File: config.mk
export PLATFORM = sky130hd
export DESIGN_NAME = demux5_8r
export DESIGN_NICKNAME = d
export VERILOG_FILES = /design/src/rtl/demux5_8r.sv
export SDC_FILE = /design/constraint.sdc
export NUM_CORES = 1
export LEC_CHECK = 0
export CORE_MARGIN = 10
export CORE_UTILIZATION = 42
export CTS_BUF_LIST = sky130_fd_sc_hd__clkbuf_16
export DETAILED_ROUTE_END_ITERATION = 8
export PLACE_DENSITY_LB_ADDON = 0.05
export REMOVE_ABC_BUFFERS = 1
export SLEW_MARGIN = 20
export SYNTH_ARGS = -nofsm -noshare
export SYNTH_HDL_FRONTEND = slang
export SYNTH_SLANG_ARGS = --single-unit
File: constraint.sdc
create_clock -name clk -period 1.7 [get_ports clk]
set_input_delay 0.17 -clock clk [delete_from_list [all_inputs] [get_ports clk]]
set_output_delay 0.17 -clock clk [all_outputs]
set_load 0.01 [all_outputs]
File: src/rtl/demux5_8r.sv
// Five-channel byte demultiplexer with per-channel hold registers and round-robin mode.
// Optional sticky illegal-select flag enabled by defining DEMUX5_8R_ERR_FLAG_EN.
module demux5_8r (
    input  logic       clk,
    input  logic       rst_n,
    input  logic       in_valid,
    output logic       in_ready,
    input  logic [7:0] in_data,
    input  logic [2:0] sel,
    input  logic       auto,
    output logic [7:0] out0,
    output logic [7:0] out1,
    output logic [7:0] out2,
    output logic [7:0] out3,
    output logic [7:0] out4,
    output logic [4:0] out_valid,
    input  logic [4:0] out_ack,
    output logic [7:0] acc_cnt,
    output logic       err
);

    logic [2:0] rr_ptr;
    logic [2:0] tgt;
    logic [4:0] tgt_oh;
    logic [4:0] wr;
    logic       acc;
    logic [7:0] hold [5];

    // An illegal target decodes to no channel, so it is never blocked.
    always_comb begin
        tgt = auto ? rr_ptr : sel;
        for (int k = 0; k < 5; k++) begin
            tgt_oh[k] = (tgt == 3'(k));
        end
        in_ready = ~|(tgt_oh & out_valid & ~out_ack);
        acc      = in_valid & in_ready;
        wr       = acc ? tgt_oh : 5'b0;
    end

    always_ff @(posedge clk or negedge rst_n) begin
        if (!rst_n) begin
            for (int k = 0; k < 5; k++) begin
                hold[k] <= 8'h00;
            end
            out_valid <= 5'b0;
            rr_ptr    <= 3'd0;
            acc_cnt   <= 8'h00;
        end else begin
            for (int k = 0; k < 5; k++) begin
                if (wr[k]) begin
                    hold[k] <= in_data;
                end
            end
            out_valid <= wr | (out_valid & ~out_ack);
            if (acc) begin
                acc_cnt <= acc_cnt + 8'd1;
            end
            if (acc && auto) begin
                rr_ptr <= (rr_ptr == 3'd4) ? 3'd0 : rr_ptr + 3'd1;
            end
        end
    end

`ifdef DEMUX5_8R_ERR_FLAG_EN
    always_ff @(posedge clk or negedge rst_n) begin
        if (!rst_n) begin
            err <= 1'b0;
        end else if (acc && (tgt > 3'd4)) begin
            err <= 1'b1;
        end
    end
`else
    assign err = 1'b0;
`endif

    assign out0 = hold[0];
    assign out1 = hold[1];
    assign out2 = hold[2];
    assign out3 = hold[3];
    assign out4 = hold[4];

endmodule

==> results of run 1 <==
## cells by family (layout without fill, tap and decap cells)
group	count (synthesis)	after routing	synth area share [%]
compound gates	11	11	3.28
xor+xnor	7	7	2.51
fa+ha+maj	3	3	1.54
buf+inv	9	120	1.90
flops	56	56	57.4
mux	48	48	23.0
other cells	1	1	0.154
simple gates	39	39	10.2
## cells in the mapped netlist, drive strengths merged
| cell type | number | area (um^2) |
|---|---|---|
| mux2 | 42 | 473 |
| ha | 3 | 37.5 |
| nor2 | 3 | 13.8 |
| or3b | 1 | 8.76 |
| nor3b | 2 | 20.0 |
| nand4b | 1 | 8.76 |
| or2 | 1 | 6.26 |
| conb | 1 | 3.75 |
| nand2b | 5 | 31.3 |
| o211a | 1 | 17.5 |
| nor3 | 4 | 25.0 |
| nor4 | 4 | 40.0 |
| dfrtp | 56 | 1400 |
| xor2 | 5 | 43.8 |
| a31o | 1 | 8.76 |
| o311ai | 1 | 8.76 |
| nand3 | 3 | 15.0 |
| inv | 5 | 18.8 |
| buf | 3 | 23.8 |
| a32o | 1 | 10.0 |
| o21ai | 5 | 25.0 |
| clkbuf | 1 | 3.75 |
| and2 | 1 | 6.26 |
| mux2i | 6 | 88.8 |
| nor2b | 2 | 12.5 |
| nand4 | 2 | 12.5 |
| nor4b | 1 | 15.0 |
| a21oi | 2 | 10.0 |
| xnor2 | 2 | 17.5 |
| nand2 | 9 | 33.8 |
## power by group through the flow
stage	clock, mW	combinational (mW)	sequential (mW)
2_1_floorplan	0	0.929	2.63
3_3_place_gp	0	2.98	2.35
3_5_place_dp	0	3.01	2.37
4_1_cts	1.03	3.07	2.35
5_1_grt	1.09	3.29	2.42
6_report	0.997	3.07	2.34
## layout make-up
class	instances	area (um^2)
Fill cell	444	1860
Multi-Input combinational cell	109	1040
Clock buffer	5	125
Sequential cell	56	1400
Inverter	5	18.8
Clock inverter	3	17.5
Tap cell	72	90.1
Timing Repair Buffer	107	1030
## sequential cells by signal, indices dropped and copies added, names as in the netlist
register and flops:
out4 8, acc_cnt 8, out2 8, out1 8
out3 8, out0 8, rr_ptr 3, out_valid 5
## final timing paths
kind	cells after the start	endpoint	slack, ns	from
max	7	acc_cnt[7]	-0.12	rr_ptr[0]
min	3	acc_cnt[7]	0.41	rst_n
max reg2reg	7	acc_cnt[7]	-0.12	rr_ptr[0]
min reg2reg	1	acc_cnt[7]	0.47	acc_cnt[7]
max in group asynchronous	3	out_valid[3]	1.04	rst_n
min in group clk	1	acc_cnt[7]	0.47	acc_cnt[7]
## worst max-delay path, stage by stage, from the launching register on
cell and delay, ns:
dfrtp_1 0.41, mux2i_4 0.19, mux2i_2 0.11, o211a_4 0.24, buf_6 0.12, buf_6 0.12, or3b_4 0.38, xnor2_1 0.13
## metrics by stage
stage	cell area, um^2	setup TNS [ns]	power, mW
2_1_floorplan	2410	-0.733	3.56
3_3_place_gp	3490	-23.49	5.33
3_5_place_dp	3490	-24.76	5.37
4_1_cts	3670	-0.428	6.45
5_1_grt	3720	-1.44	6.81
6_report	3720	-0.302	6.40
## per-layer routing
layer | track usage [%] | wire (um) | part of all wire, % | vias to the layer above
met4 | 2.95 | 29 | 0.49 | 0
met1 | 15.3 | 2480 | 42 | 840
met2 | 21.1 | 2880 | 49 | 38
met3 | 5.29 | 506 | 8.6 | 4
li1 | - | - | - | 834
met5 | 0 | 0 | 0 | -
## repair_timing
item	4_1_cts	5_1_grt
resized for setup	9	13
buffers inserted	2	1
pin swaps	3	1
hold endpoints to repair	56	0
hold buffers	1	0
setup endpoints to repair	52	35
==> reports/qor.txt, run 1 <==
Status: complete, but fails checks
Failing checks: setup timing
Final hold violation count: 0
Switching Fraction: 31.4%
Max H-tree Level: 2
Die Span Y: 96.2 um
Placed cells: 345
CTS buffer count: 5
Total congestion overflow: 0
Layout cells sized above 1: 36.1%
Root Driver: clkbuf_16
Sequential area share after synthesis: 57.4%
Worst-path clk slew: 0.07 ns
P&R area growth vs syn: 52.3%
DR WL/cell: 16.5 um
Via count of the first global-routing pass: 1828
CP startpoint kind: register
CTS tree: done
Register share of total power: 36.5%
Pwr per Cell Area: 1720 nW/um^2
Nets: 307
Leading cell type in the layout, fill and taps excluded: clkdlybuf4s50_1
Worst Skew: 0.00506 ns
Clock buffer depth: 2
Count of cell types in the netlist: 38
Antenna viol nets, final: 0
Initial antenna violation count: 0
HP Class: in2async
Hold slack: 0.409 ns
WL final: 5900 um
Syn Inst Count: 174
Starting DRT DRC Count: 47
Commonest cells after routing, fill and taps aside: clkdlybuf4s50_1, dfrtp_1, mux2_2
Worst vdd ir: 1.04 mV
DP HPWL: 4440 um
Yosys reg bits: 56
DRC: 0
RSZ-0062 raised after global routing: yes
Max Fclk: 550 MHz
Final period util: 107%
Crit path arrival time: 1.99 ns
Gp weighted congestion: 0.742
Final core occ: 66.7%
Crit end category: register
Worst-Skew Late Latency: 0.29 ns
Core area: 5570 um^2
Die area: 9260 um^2
Crit-path max FO: 6
Row count: 27
Sw Pwr: 2.01 mW
Vias: 1716
IO buf count: 73
Initial Util: 43.8%
Leakage: 1.62 nW
Drt via density: 4.81
Setup Viol. Count Final: 5
Fin cells: 357
Synth warnings: 0
Ports: 75
Clock power frac: 15.6%
Largest net degree at the start of global routing: 57
Pre-Repair DR Iteration Count: 4
Clock period minus worst slack: 1.82 ns
Diodes inserted: 0
Pre-CTS setup slack: -0.602 ns
Worst Path Required: 1.88 ns
Mapped Area: 2440 um^2
Crit Path Category: reg2reg
Gate power share: 47.9%
Worst setup margin: -0.117 ns
Slew Viols, Final: 0
Total Routing Usage GR: 12.8%
Die Wd: 96.2 um
Clk sinks: 56
MaxCap Viol Count: 0
Syn_area_per_cell: 14.0 um^2
First-pass GRT wire length: 9320 um
Pint: 4.39 mW
Note: power is estimated with default switching activity, not from simulation.
==> run 2: changes to the inputs <==
--- a/config.mk
+++ b/config.mk
@@ -11,6 +11,7 @@
 export DETAILED_ROUTE_END_ITERATION = 8
 export PLACE_DENSITY_LB_ADDON = 0.05
 export REMOVE_ABC_BUFFERS = 1
+export SETUP_SLACK_MARGIN = 0.2
 export SLEW_MARGIN = 20
 export SYNTH_ARGS = -nofsm -noshare
 export SYNTH_HDL_FRONTEND = slang
==> run 2 against run 1 <==
  * The run still ends with setup timing left
  * Clock power is essentially flat
  * Critical path depth is the same
  * Register-to-register slack is essentially flat
  * Critical path type unchanged
  * Largest power group unchanged
==> reports/qor.txt, run 2 (synthesized netlist as in run 1, its figures left out) <==
Total congestion overflow: 0
Worst-Skew Late Latency: 0.29 ns
Die Span Y: 96.2 um
Initial Util: 43.8%
DP HPWL: 4440 um
Vias: 1803
Layout cells sized above 1: 38.6%
CP startpoint kind: register
Diodes inserted: 0
Bufs and invs on worst path: 2
P&R area growth vs syn: 60.2%
WL final: 6300 um
Crit end category: register
Worst vdd ir: 1.05 mV
Leading cell type in the layout, fill and taps excluded: clkdlybuf4s50_1
Crit path max-delay cell type: dfrtp_1
Worst Skew: 0.00804 ns
Via count of the first global-routing pass: 1869
CTS tree: done
First-pass GRT wire length: 9680 um
Worst-path clk slew: 0.07 ns
Slew Viols, Final: 0
Leakage: 1.74 nW
Pre-Repair DR Iteration Count: 4
Gp weighted congestion: 0.742
Crit Path Category: reg2reg
DRC: 0
Worst setup margin: -0.129 ns
CTS buffer count: 5
Die Wd: 96.2 um
Antenna viol nets, final: 0
Clock period minus worst slack: 1.83 ns
Core area: 5570 um^2
Pwr Total: 6.72 mW
Max H-tree Level: 2
Max Fclk: 547 MHz
Clk sinks: 56
Final period util: 108%
Root Driver: clkbuf_16
TNS Setup: -0.619 ns
MaxCap Viol Count: 0
CP delay by family, top: flip-flops
Row count: 27
Ports: 75
HP Class: in2async
Commonest cells after routing, fill and taps aside: clkdlybuf4s50_1, dfrtp_1, buf_4
Status: complete, but fails checks
Die area: 9260 um^2
Setup Viol. Count Final: 15
RSZ-0062 raised after global routing: yes
Worst Path Required: 1.88 ns
IO buf count: 73
Placed cells: 345
CP max stage delay: 0.42 ns
DR WL/cell: 17.3 um
CP dominant cell by count: buf_6
Crit path arrival time: 2.01 ns
Drt via density: 4.94
Total Routing Usage GR: 13.3%
Largest net degree at the start of global routing: 57
Pwr per Cell Area: 1720 nW/um^2
Starting DRT DRC Count: 63
Failing checks: setup timing
Clock buffer depth: 2
Initial antenna violation count: 0
Crit-path cells: mux2i_4, mux2i_2, o211a_4, buf_6, buf_6, or3b_4, xnor2_1
Nets: 315
Fin cells: 365
Crit-path max FO: 6
Final hold violation count: 0
## run 2: timing repair
item                                    4_1_cts  5_1_grt
resized for setup                            24       29
pin swaps                                     8        3
endpoints found under the setup margin       55       56
setup buffers                                 6        5
endpoints found under the hold margin        56        0
hold buffers                                  1        0
## run 2: through the flow
step / area [um^2] / utilization [%] / setup WS [ns] / hold slack (ns)
finish: 3910 / 70.2 / -0.129 / 0.411
global route: 3910 / 70.2 / -0.196 / 0.430
CTS: 3760 / 67.5 / -0.111 / 0.424
detailed placement: 3490 / 62.6 / -0.602 / 0.195
global placement: 3490 / 62.6 / -0.569 / 0.198
floorplan: 2410 / - / -0.0913 / -0.126
## run 2: worst register-to-register path: stages (launching register included)
cell,delay (ns)
dfrtp_1,0.42
mux2i_4,0.20
mux2i_2,0.11
o211a_4,0.25
buf_6,0.12
buf_6,0.12
or3b_4,0.39
xnor2_1,0.13
## run 2: routing by layer
| layer | vias to the layer above | wire, um | global-route usage [%] |
|---|---|---|---|
| li1 | 853 | - | - |
| met1 | 909 | 2640 | 15.8 |
| met2 | 39 | 3140 | 22.3 |
| met3 | 2 | 507 | 5.29 |
| met4 | 0 | 14 | 2.95 |
| met5 | - | 0 | 0 |
## run 2: final cells by class
type	instances	area [um^2]
clock inverters	3	17.5
multi-input cells	109	1140
inverters	5	18.8
repair buffers	115	1110
well taps	72	90.1
fillers	430	1660
clock buffers	5	125
flip-flops and latches	56	1400
## run 2: final timing paths
path	slack (ns)	to	startpoint	cells past startpoint
max	-0.13	acc_cnt[7]	rr_ptr[0]	7
min	0.41	acc_cnt[7]	rst_n	3
max reg2reg	-0.13	acc_cnt[7]	rr_ptr[0]	7
min reg2reg	0.47	acc_cnt[7]	acc_cnt[7]	1
max in group asynchronous	1.04	rr_ptr[2]	rst_n	3
min in group clk	0.47	acc_cnt[7]	acc_cnt[7]	1
## run 2: where the power goes
part           switching, mW  internal [mW]
Clock                  0.459          0.544
Sequential             0.403           1.96
Combinational           1.26           2.10
